### config.mk
export PLATFORM = sky130hd
export DESIGN_NAME = lsu_dm_master
export DESIGN_NICKNAME = d
export VERILOG_FILES = /design/src/rtl/lsu_dm_master_pkg.sv /design/src/rtl/lsu_dm_master_lane.sv /design/src/rtl/lsu_dm_master.sv
export SDC_FILE = /design/constraint.sdc
export NUM_CORES = 1
export LEC_CHECK = 0
export CAP_MARGIN = 0
export CORE_ASPECT_RATIO = 0.75
export CORE_UTILIZATION = 46
export CTS_CLUSTER_SIZE = 28
export DETAILED_ROUTE_END_ITERATION = 10
export GPL_ROUTABILITY_DRIVEN = 0
export PLACE_DENSITY_LB_ADDON = 0.08
export SYNTH_ARGS = -nofsm -noshare
export SYNTH_HDL_FRONTEND = slang
export SYNTH_SLANG_ARGS = --single-unit
### constraint.sdc
create_clock -name clk -period 3.3 [get_ports clk]
set_clock_uncertainty 0.15 [all_clocks]
set_input_delay 0.66 -clock clk [delete_from_list [all_inputs] [get_ports clk]]
set_output_delay 0.66 -clock clk [all_outputs]
set_load 0.005 [all_outputs]
### src/rtl/lsu_dm_master_pkg.sv
// Shared definitions for the load/store initiator: op and state encodings,
// access-size decode and alignment helpers.
package lsu_dm_master_pkg;

    typedef enum logic [2:0] {
        OP_LB  = 3'd0,
        OP_LBU = 3'd1,
        OP_LH  = 3'd2,
        OP_LHU = 3'd3,
        OP_LW  = 3'd4,
        OP_SB  = 3'd5,
        OP_SH  = 3'd6,
        OP_SW  = 3'd7
    } op_e;

    typedef enum logic [2:0] {
        ST_IDLE = 3'd0,
        ST_RD   = 3'd1,
        ST_CAP  = 3'd2,
        ST_WR   = 3'd3,
        ST_RSP  = 3'd4
    } state_e;

    typedef enum logic [1:0] {
        SIZE_B = 2'd0,
        SIZE_H = 2'd1,
        SIZE_W = 2'd2
    } size_e;

    localparam int LANE_W = 8;
    localparam int HALF_W = 16;

    function automatic size_e op_size(input op_e op);
        case (op)
            OP_LB, OP_LBU, OP_SB: return SIZE_B;
            OP_LH, OP_LHU, OP_SH: return SIZE_H;
            default:              return SIZE_W;
        endcase
    endfunction

    function automatic logic is_load(input op_e op);
        return op inside {OP_LB, OP_LBU, OP_LH, OP_LHU, OP_LW};
    endfunction

    function automatic logic misaligned(input op_e op, input logic [1:0] lo);
        case (op_size(op))
            SIZE_H:  return lo[0];
            SIZE_W:  return |lo;
            default: return 1'b0;
        endcase
    endfunction

    // Clears the low address bits that the access size makes meaningless.
    function automatic logic [1:0] align_lo(input op_e op, input logic [1:0] lo);
        case (op_size(op))
            SIZE_H:  return {lo[1], 1'b0};
            SIZE_W:  return 2'b00;
            default: return lo;
        endcase
    endfunction

endpackage

### src/rtl/lsu_dm_master_lane.sv
// Byte-lane datapath: extracts and extends load data from a memory word, and
// merges byte/halfword store data into the word read for read-modify-write.
module lsu_dm_master_lane
    import lsu_dm_master_pkg::*;
(
    input  op_e         op,
    input  logic [1:0]  lane,
    input  logic [31:0] word,
    input  logic [15:0] store,
    output logic [31:0] load_data,
    output logic [31:0] merged
);

    logic [7:0]  byte_sel;
    logic [15:0] half_sel;

    assign byte_sel = word[{lane, 3'b000} +: LANE_W];
    assign half_sel = lane[1] ? word[31:16] : word[15:0];

    // NOTE: every output gets a default before the case so no latch is inferred.
    always_comb begin
        load_data = '0;
        merged    = word;
        case (op)
            OP_LB:  load_data = {{24{byte_sel[7]}}, byte_sel};
            OP_LBU: load_data = {24'h0, byte_sel};
            OP_LH:  load_data = {{16{half_sel[15]}}, half_sel};
            OP_LHU: load_data = {16'h0, half_sel};
            OP_LW:  load_data = word;
            OP_SB:  merged[{lane, 3'b000} +: LANE_W] = store[7:0];
            OP_SH: begin
                if (lane[1]) merged[31:16] = store;
                else         merged[15:0]  = store;
            end
            default: ;
        endcase
    end

endmodule

### src/rtl/lsu_dm_master.sv
// Load/store initiator between the MEM stage and a word-organised data memory.
// Sub-word stores are read-modify-write; loads return extended lane data.
module lsu_dm_master
    import lsu_dm_master_pkg::*;
#(
    parameter int AW           = 10,
    parameter bit MISALIGN_ERR = 1'b1
) (
    input  logic          clk,
    input  logic          rst_n,
    input  logic          req_valid,
    output logic          req_ready,
    input  logic [2:0]    req_op,
    input  logic [31:0]   req_addr,
    input  logic [31:0]   req_wdata,
    output logic          rsp_valid,
    input  logic          rsp_ready,
    output logic [31:0]   rsp_rdata,
    output logic          rsp_err,
    output logic [AW-1:0] dm_addr,
    output logic [31:0]   dm_din,
    output logic          dm_wr,
    output logic          dm_rd,
    input  logic [31:0]   dm_dout
);

    state_e        state, state_next;
    op_e           op_in, op_q;
    logic [AW+1:0] addr_q;
    logic [15:0]   wdata_q;
    logic          accept, err_in;
    logic [31:0]   load_data, merged;
    logic          unused_addr_hi;

    assign op_in          = op_e'(req_op);
    assign accept         = (state == ST_IDLE) && req_valid;
    assign err_in         = MISALIGN_ERR && misaligned(op_in, req_addr[1:0]);
    assign unused_addr_hi = ^req_addr[31:AW+2];

    assign req_ready = (state == ST_IDLE);
    assign rsp_valid = (state == ST_RSP);
    assign dm_rd     = (state == ST_RD);
    assign dm_wr     = (state == ST_WR);
    assign dm_addr   = addr_q[AW+1:2];

    lsu_dm_master_lane u_lane (
        .op        (op_q),
        .lane      (addr_q[1:0]),
        .word      (dm_dout),
        .store     (wdata_q),
        .load_data (load_data),
        .merged    (merged)
    );

    // NOTE: sequential state uses non-blocking assignments only.
    always_ff @(posedge clk or negedge rst_n) begin
        if (!rst_n) state <= ST_IDLE;
        else        state <= state_next;
    end

    always_comb begin
        state_next = state;
        case (state)
            ST_IDLE: begin
                if (req_valid) begin
                    if (err_in)               state_next = ST_RSP;
                    else if (op_in == OP_SW)  state_next = ST_WR;
                    else                      state_next = ST_RD;
                end
            end
            ST_RD:   state_next = ST_CAP;
            ST_CAP:  state_next = is_load(op_q) ? ST_RSP : ST_WR;
            ST_WR:   state_next = ST_RSP;
            ST_RSP:  if (rsp_ready) state_next = ST_IDLE;
            default: state_next = ST_IDLE;
        endcase
    end

    // Response is cleared at acceptance so stores and errors return zero data.
    always_ff @(posedge clk or negedge rst_n) begin
        if (!rst_n) begin
            op_q      <= OP_LB;
            addr_q    <= '0;
            wdata_q   <= '0;
            dm_din    <= '0;
            rsp_rdata <= '0;
            rsp_err   <= 1'b0;
        end else begin
            if (accept) begin
                op_q      <= op_in;
                addr_q    <= {req_addr[AW+1:2], align_lo(op_in, req_addr[1:0])};
                wdata_q   <= req_wdata[15:0];
                rsp_rdata <= '0;
                rsp_err   <= err_in;
                if (op_in == OP_SW) dm_din <= req_wdata;
            end
            if (state == ST_CAP) begin
                if (is_load(op_q)) rsp_rdata <= load_data;
                else               dm_din    <= merged;
            end
        end
    end

endmodule

==> Word-level counts from Yosys, hierarchy flattened <==
Index checks and enable logic that the tools add are counted.
{ "word_totals": {"input_bits": 103, "mem_bits_rw": 0, "wordCells": 65, "ff_bits": 99, "n_memories": 0, "romBits": 0, "latch_bits": 0} }
{ "classes": {"add_sub_neg": 1, "n_reduce_logical": 9, "n_mul": 0, "bitwise_logic": 0, "order_cmp": 0, "n_div": 0, "n_mux": 23, "n_shift": 3, "eq_ne": 22} }
{ "op_table": {"columns": ["cell", "count"], "rows": [
  ["2-to-1 mux 32 bit", 7],
  ["case mux 32 bit (5 select lines)", 1],
  ["case mux 32 bit (2 select lines)", 1],
  ["2-to-1 mux 16 bit", 3],
  ["bitwise mux 32 bit", 1],
  ["variable shift 8 x 7 -> 32 bit, first input constant", 1],
  ["variable part select 32 x 6 -> 8 bit", 1],
  ["variable part select 8 x 7 -> 32 bit", 1],
  ["== test 3 bit, second input constant", 7],
  ["== test 3 x 2 -> 1 bit, second input constant", 6],
  ["case mux 3 bit (5 select lines)", 1],
  ["2-to-1 mux 3 bit", 4],
  ["== test 3 x 1 -> 1 bit, second input constant", 3],
  ["logical NOT 3 bit", 3],
  ["case mux 2 bit (2 select lines)", 2],
  ["negation 5 -> 7 bit", 1],
  ["OR reduction 3 bit", 2],
  ["nonzero test 5 bit", 1],
  ["== test 2 x 1 -> 1 bit, second input constant", 2],
  ["== test 2 bit, second input constant", 2],
  ["2-to-1 mux 2 bit", 2],
  ["inequality test 2 x 1 -> 1 bit, second input constant", 1],
  ["inequality test 2 bit, second input constant", 1],
  ["case mux 1 bit (2 select lines)", 1],
  ["other kinds (3)", 3]
]} }

==> Logic depth before layout (Yosys ltp) <==
Gate-level depths: netlist of run 1.
{ "logic_depth": {"depth_word": 8, "ltp_mapped": 8, "depth_no_buf": 6} }

==> Modules after synthesis <==
From an unflattened synthesis of run 1, not the netlist that was laid out.
{ "hier_totals": {"cells_unflattened": 740, "hier_area_um2": 5909.4} }
{ "by_module_without_submodules": {"columns": ["module", "seq_area_each_um2", "area_per_inst_um2", "cells_per_inst", "n_inst"], "rows": [
  ["lsu_dm_master", 2477.4, 4295.4, 490, 1],
  ["lsu_dm_master_lane", 0.0, 1614.0, 250, 1]
]} }

==> Worst setup path after synthesis of run 1 <==
No wires, ideal clock.
{ "synth_timing": {"path_type": "reg-to-reg", "start": "reg addr_q[1]", "end": "reg dm_din[26]", "path_slack_ns": 0.907, "required_ns": 3.063, "path_stages_with_launch": 9, "t_arrival_ns": 2.156, "cell_sequence": "dfrtp_1 > buf_2 > buf_1 > inv_1 > ha_1 > nand4bb_1 > nor4b_2 > nand2_1 > a211oi_2"} }
{ "synth_between": {"elab_chain_len": 6} }
{ "synth_lines": {"columns": ["element", "line_no", "rtl"], "rows": [
  ["from (decl)", "lsu_dm_master.sv:29", "logic [AW+1:0] addr_q;"],
  ["from (signal assigned)", "lsu_dm_master.sv:91", "addr_q <= {req_addr[AW+1:2], align_lo(op_in, req_addr[1:0])};"],
  ["negation 5 -> 7 bit", "lsu_dm_master_lane.sv:30", "OP_SB: merged[{lane, 3'b000} +: LANE_W] = store[7:0];"],
  ["variable part select 8 x 7 -> 32 bit / variable shift 8 x 7 -> 32 bit (equally long branches)", "lsu_dm_master_lane.sv:30", null],
  ["bitwise mux 32 bit", "lsu_dm_master_lane.sv:30", null],
  ["case mux 32 bit (2 select lines) (*)", "lsu_dm_master_lane.sv:24", "case (op)"],
  ["2-to-1 mux 32 bit (*)", "lsu_dm_master.sv:98", "if (is_load(op_q)) rsp_rdata <= load_data;"],
  ["2-to-1 mux 32 bit (*)", "lsu_dm_master.sv:97", "if (state == ST_CAP) begin"],
  ["to (signal assigned)", "lsu_dm_master.sv:95", "if (op_in == OP_SW) dm_din <= req_wdata;"],
  ["to (signal assigned)", "lsu_dm_master.sv:99", "else dm_din <= merged;"],
  ["to (decl)", "lsu_dm_master.sv:21", "output logic [31:0] dm_din,"]
]} }
Every way passes the cells marked *; elsewhere a longest branch is shown, timed or not.
A chain may end at the register's enable or synchronous reset.

==> Worst setup path in the final report of run 1 <==
{ "layout_timing": {"start": "reg addr_q[0]", "end": "reg dm_din[6]"} }
{ "layout_between": {"elab_chain_len": 6} }
{ "layout_lines": {"columns": ["element", "line_no"], "rows": [
  ["negation 5 -> 7 bit (*)", "lsu_dm_master_lane.sv:30"],
  ["variable part select 8 x 7 -> 32 bit / variable shift 8 x 7 -> 32 bit (equally long branches)", "lsu_dm_master_lane.sv:30"],
  ["bitwise mux 32 bit (*)", "lsu_dm_master_lane.sv:30"],
  ["case mux 32 bit (2 select lines) (*)", "lsu_dm_master_lane.sv:24"],
  ["2-to-1 mux 32 bit (*)", "lsu_dm_master.sv:98"],
  ["2-to-1 mux 32 bit (*)", "lsu_dm_master.sv:97"]
]} }
Marked as above.

==> results.md, run 1 <==
- Status: finished, final reports clean
- Avg WL per Cell: 20.6 um
- Final Cycle Share: 0.839
- Clock power share: 0.197
- I/O pin count: between 150 and 200
- ANT cells: 0
- Maximum fanout along the worst path: 10
- CP Cell Sequence: inv_1 -> ha_1 -> nor4bb_1 -> a31o_2 -> a221oi_1 -> nor3_1
- Max Cap Viol: 0
- Reg-to-reg startpoint: addr_q[0]$_DFFE_PN0P_
- CP max-delay cell: nor4bb_1
- Post_cts resized: 0
- Final core occ: 0.657
- RSZ-0062 raised after global routing: false
- Layout cell share with drive strength beyond 1: 0.115
- Netlist Area Pre-Place: 0.00519 mm^2
- Gr usage total: 0.286
- Mapped Avg Cell Area: 9.80 um^2
- Postcts setup bufs: 0
- Max frequency: about 360 MHz
- Syn_nets: about 640
- # fillers: 876
- Post-DP HPWL: between 10000 and 15000 um
- Relative slew slack: 0.314
- Max-slew violation count: 0
- Core area: 0.0109 mm^2
- Combinational power share: 0.444
- Fin cells: roughly 810
- Cell Pwr Density: 919 mW/mm^2
- Die X: approximately 120 um
- Via/cell ratio: around 6.1
- HP Class: input port to asynchronous set/reset pin
- Post-synth ARST share: 1.00
- Yosys warns: 0
- CP peak stage delay: about 0.54 ns
- Grt ovf: 0
- CP arrival: between 2 and 3 ns
- Placed insts: 796
- Clk sinks: 99
- Floorplan row count: 33
- First-pass GRT wire length: between 20000 and 30000 um
- Area growth, synth to finish: 38.4%
- Die area: between 0.01 and 0.015 mm^2
- Critical path type: flop to flop
- Cells after Synth: 530
- CTS root buf: clkbuf_16
- H-tree depth: 3
- CTS Hold Bufs: 0
- Main synth FF type: dfrtp_1
- Critical Path RT: roughly 3.4 ns
- Synth unique cells: 50
- Initial core utilization: 0.475
- Synthesized flop and latch total: 99
- Worst Max-Slew Pin Slew: 1.02 ns
- Post-synthesis sequential area ratio: 0.477
- Part of the power in registers: 0.359
- Clk buf depth: 2
- Via count: just under 5000
- CTS Buf Count: 9
- Most common cell after layout, fill and taps aside: clkdlybuf4s50_1
- P_leak: between 0.002 and 0.003 uW
- Total wire length: about 17000 um
- Final nets: roughly 780
- ANT nets after route: 0
- Crit path time final: around 2.8 ns
- CP startpoint kind: flop
- Die Ht: 94.0 um
- Clock-pin slew on the worst setup and hold paths: roughly 0.070 ns
- Largest net degree at the start of global routing: 77
- Sw Ratio: 0.352
- Final count of negative-setup-slack endpoints: 0
- Worst IR Drop VDD: 470 uV
- Number of remaining DRC errors: 0
- CTS tree: built
- Initial drt markers: 472
- Commonest non-fill, non-tap cells in the layout: clkdlybuf4s50_1, dfrtp_1, nand2_1
- IO Port Bufs: roughly 160
- Vias in the first global route: approximately 4600
- Final hold vios: 0
- Critical Path End Type: flop
- Detailed Routing Iterations Pass 1: 5
- Later-pin clock latency in the skew report: between 0.3 and 0.4 ns
- Initial antenna violation count: 0
- Internal Pwr Total: about 4300 uW
- Post-synth EDFFs: 0
- P_sw: approximately 2300 uW
- Post-route setup TNS: 0 ns
- Worst Setup SP: addr_q[0]$_DFFE_PN0P_
-- per-layer routing --
| layer | GRT usage | routed length, um | up-vias |
|---|---|---|---|
| li1 | - | - | 2209 |
| met1 | 0.396 | 7130 | 2436 |
| met2 | 0.442 | 7600 | 288 |
| met3 | 0.0809 | 1660 | 30 |
| met4 | 0.0763 | 303 | 0 |
| met5 | 0 | 0 | - |
-- metrics by stage --
step | area, um^2 | setup WS, ns | hold slack (ns) | total power (uW)
3_3_place_gp | 6820 | 0.511 | 0.314 | 5170
2_1_floorplan | 5190 | 0.907 | 0.214 | 3850
3_5_place_dp | 6820 | 0.454 | 0.319 | 5270
5_1_grt | 7190 | 0.404 | 0.359 | 6990
4_1_cts | 7190 | 0.626 | 0.334 | 6600
6_report | 7190 | 0.533 | 0.330 | 6610
-- synth_stat cells (8+ instances only) --
cell       instances  area (um^2)
a21oi_1           60          300
dfrtp_1           99         2480
nor2_1            29          109
nand2b_1           9         56.3
a221oi_1          33          289
o2bb2ai_1          8         70.1
clkbuf_1          15         56.3
a22oi_1           15          113
nand2_1           81          304
buf_4             14          105
buf_2             17         85.1
mux2_2            27          304
a31oi_1            8         50.1
nand3_1            8         40.0
nor3_1            33          165
-- power by group through the flow --
stage	registers [uW]	clock network (uW)	logic, uW
floorplan	2190	0	1650
global placement	2340	0	2830
detailed placement	2360	0	2910
CTS	2350	1310	2940
global route	2440	1360	3190
finish	2370	1300	2940
-- sequential cells by signal, indices dropped and copies added, names as in the netlist --
register and cells:
dm_din 32, rsp_rdata 32, wdata_q 16, addr_q 12
op_q 3, state 3, rsp_err 1
-- layout make-up --
type                       instances  area, um^2  area share
tap                              140         175      0.0244
sequential                        99        2480       0.345
inverter                           4        15.0     0.00209
multi-input combinational        379        2440       0.339
clock inverter                     6         136      0.0190
clock buffer                      10         239      0.0332
timing repair buffer             174        1710       0.237
-- worst max-delay path: cells and delay by family, from the launching register on --
family / cells / cell delay (ns)
compound gates: 2 / 0.57
fa+ha+maj: 1 / 0.42
buf+inv: 1 / 0.22
flops: 1 / 0.53
simple gates: 2 / 0.78
-- final timing paths --
check | end | slack [ns] | depth (start not counted)
worst min register to register | rsp_err$_DFFE_PN0P_ | 0.33 | 1
max in group asynchronous | dm_din[28]$_DFF_PN0_ | 1.88 | 2
worst max-delay path | dm_din[6]$_DFF_PN0_ | 0.53 | 6
worst min-delay path | addr_q[7]$_DFFE_PN0P_ | 0.33 | 1
worst max register to register | dm_din[6]$_DFF_PN0_ | 0.53 | 6
min in group clk | rsp_err$_DFFE_PN0P_ | 0.33 | 1
-- cell families after synthesis --
family	after synthesis	share of synthesized area
fa+ha+maj	5	0.0120
buf+inv	52	0.0532
xor+xnor	1	0.00169
flops	99	0.477
compound gates	154	0.210
mux	31	0.0686
simple gates	188	0.178
(Power assumes the default switching activity.)
==> inputs of run 2 (changes only) <==
--- a/config.mk
+++ b/config.mk
@@ -7,7 +7,7 @@
 export LEC_CHECK = 0
 export CAP_MARGIN = 0
 export CORE_ASPECT_RATIO = 0.75
-export CORE_UTILIZATION = 46
+export CORE_UTILIZATION = 41
 export CTS_CLUSTER_SIZE = 28
 export DETAILED_ROUTE_END_ITERATION = 10
 export GPL_ROUTABILITY_DRIVEN = 0
==> constraint.sdc (replaced) <==
create_clock -name clk -period 2.32 [get_ports clk]
set_clock_uncertainty 0.15 [all_clocks]
set_input_delay 0.464 -clock clk [delete_from_list [all_inputs] [get_ports clk]]
set_output_delay 0.464 -clock clk [all_outputs]
set_load 0.005 [all_outputs]
==> run 2 against run 1 <==
  * Critical path depth fell by 4
  * Sequential power is 40% higher
  * Die area grew 12%
  * Cell count up 6.4%
  * First-iteration DRC count is 8.3% lower
  * Register-to-register slack got worse by 0.41 ns
  * Via count up 0.48%
  * Clock power is 26% higher
  * Global-route usage decreased by 2.0 points
  * Sequential cell count unchanged
  * Count of clock-buffer cells in the layout shrank 1
  * Routed wire length is 2.2% higher
  * Critical path type is now flop to output pin
  * Critical endpoint is now dm_wr
  * Largest cell class is now multi-input combinational cells
  * Largest power group unchanged
  * Highest routed layer unchanged
==> results.md, run 2 (same netlist as run 1, synthesis figures left out) <==
- Die Ht: roughly 100 um
- Total wire length: 17100 um
- Die area: 0.0131 mm^2
- Critical Path RT: between 1.5 and 2 ns
- M1 wire length: approximately 7600 um
- ANT cells: 0
- Relative slew slack: 0.617
- Status: finished, final reports clean
- Critical path type: flop to output pin
- Floorplan row count: 35
- Layout cell share with drive strength beyond 1: 0.162
- HP Class: flop to flop
- Post-DP HPWL: 12300 um
- Area growth, synth to finish: 44.4%
- Clock-pin slew on the worst setup and hold paths: roughly 0.07 ns
- Met2 wire len: 8010 um
- Initial antenna violation count: 0
- Clk buf depth: 2
- Via/cell ratio: a little under 6
- CTS Buf Count: 9
- Cell Pwr Density: ~1300 mW/mm^2
- Commonest non-fill, non-tap cells in the layout: clkdlybuf4s50_1, dfrtp_1, nand2_1
- Initial core utilization: 0.422
- Fin area: 0.00750 mm^2
- CTS tree: built
- Final hold vios: 0
- I/O pin count: approximately 180
- Core area: about 0.012 mm^2
- Clk sinks: slightly below 100
- Met3 wire len: 1290 um
- ANT nets after route: 0
- Initial drt markers: 433
- Placed insts: ~840
- Most common cell after layout, fill and taps aside: clkdlybuf4s50_1
- # fillers: about 1100
- Worst Max-Slew Pin Slew: approximately 0.57 ns
- Detailed Routing Iterations Pass 1: 5
- P_leak: between 0.003 and 0.004 uW
- Post-route setup TNS: 0 ns
- Top Layer Used: met4
- Maximum fanout along the worst path: 7
- Final count of negative-setup-slack endpoints: 0
- Gr usage total: 0.267
- Grt ovf: 0
- Worst IR Drop VDD: slightly above 500 uV
- Number of remaining DRC errors: 0
- Max-slew violation count: 0
- Max frequency: roughly 450 MHz
- Final nets: ~800
- Final Cycle Share: 0.960
- Via count: ~5000
- Crit path time final: between 2 and 2.5 ns
- Dpl cell area: 0.00708 mm^2
- Regs by FF count: dm_din (32), rsp_rdata (32), wdata_q (16)
- IO Port Bufs: roughly 160
- First-pass GRT wire length: 26800 um
- Critical Path End Type: output pin
- Avg WL per Cell: just under 20 um
- H-tree depth: 3
- CP arrival: around 1.6 ns
- CP startpoint kind: flop
- Max Cap Viol: 0
- CTS root buf: clkbuf_16
- Vias in the first global route: between 4000 and 5000
- Fin cells: 864
- Die X: 132 um
- Largest net degree at the start of global routing: 53
- Later-pin clock latency in the skew report: around 0.35 ns
[run 2: worst paths after layout]
path,to,slack (ns),depth (start not counted),startpoint
min in group asynchronous,rsp_err$_DFFE_PN0P_,0.37,2,rst_n
max in group asynchronous,dm_din[26]$_DFF_PN0_,0.96,3,rst_n
worst min register to register,rsp_err$_DFFE_PN0P_,0.33,1,rsp_err$_DFFE_PN0P_
worst max-delay path,dm_wr,0.09,2,state[2]$_DFFE_PN0P_
worst max register to register,dm_din[6]$_DFF_PN0_,0.12,7,addr_q[0]$_DFFE_PN0P_
worst min-delay path,rsp_err$_DFFE_PN0P_,0.33,1,rsp_err$_DFFE_PN0P_
[run 2: cell type report]
| class | count | area (um^2) | share of cell area |
|---|---|---|---|
| clock buffer | 9 | 225 | 0.0300 |
| clock inverter | 7 | 101 | 0.0135 |
| inverter | 4 | 15.0 | 0.00200 |
| multi-input combinational | 379 | 2490 | 0.332 |
| sequential | 99 | 2480 | 0.331 |
| tap | 166 | 208 | 0.0277 |
| timing repair buffer | 200 | 1980 | 0.264 |
[run 2: repair_timing]
item                                   4_1_cts  5_1_grt
hold buffers                                 1        0
setup endpoints to repair                    2       30
resized for setup                            2       10
setup buffers                                0        5
pin swaps                                    0        3
endpoints found under the hold margin       14        0
[run 2: where the power goes]
part	internal, uW	leakage [uW]	total (uW)	switching, uW
registers	2570	0.00122	3310	739
clock network	952	0.000146	1640	690
logic	2550	0.00166	4510	1970
total	6070	0.00302	9470	3400
[run 2: per-stage QoR]
stage,utilization,worst slack (ns),hold WS [ns],power (uW)
after detailed placement,0.575,-0.0203,0.189,7680
after CTS,0.603,-0.0220,0.337,9370
after global routing,0.610,-0.0150,0.374,10000
final,0.610,0.0930,0.335,9470
after global placement,0.575,0.0150,0.189,7560
after floorplan,-,-0.0354,0.0184,5490
[run 2: layer usage]
| metal | GRT usage | vias up |
|---|---|---|
| li1 | - | 2271 |
| met1 | 0.380 | 2454 |
| met2 | 0.413 | 239 |
| met3 | 0.0576 | 23 |
| met4 | 0.0698 | 0 |
| met5 | 0 | - |
[run 2: critical path: stages (launching register included)]
cell             delay, ns
dfrtp_2               0.48
and3b_1               0.27
clkdlybuf4s50_1       0.52
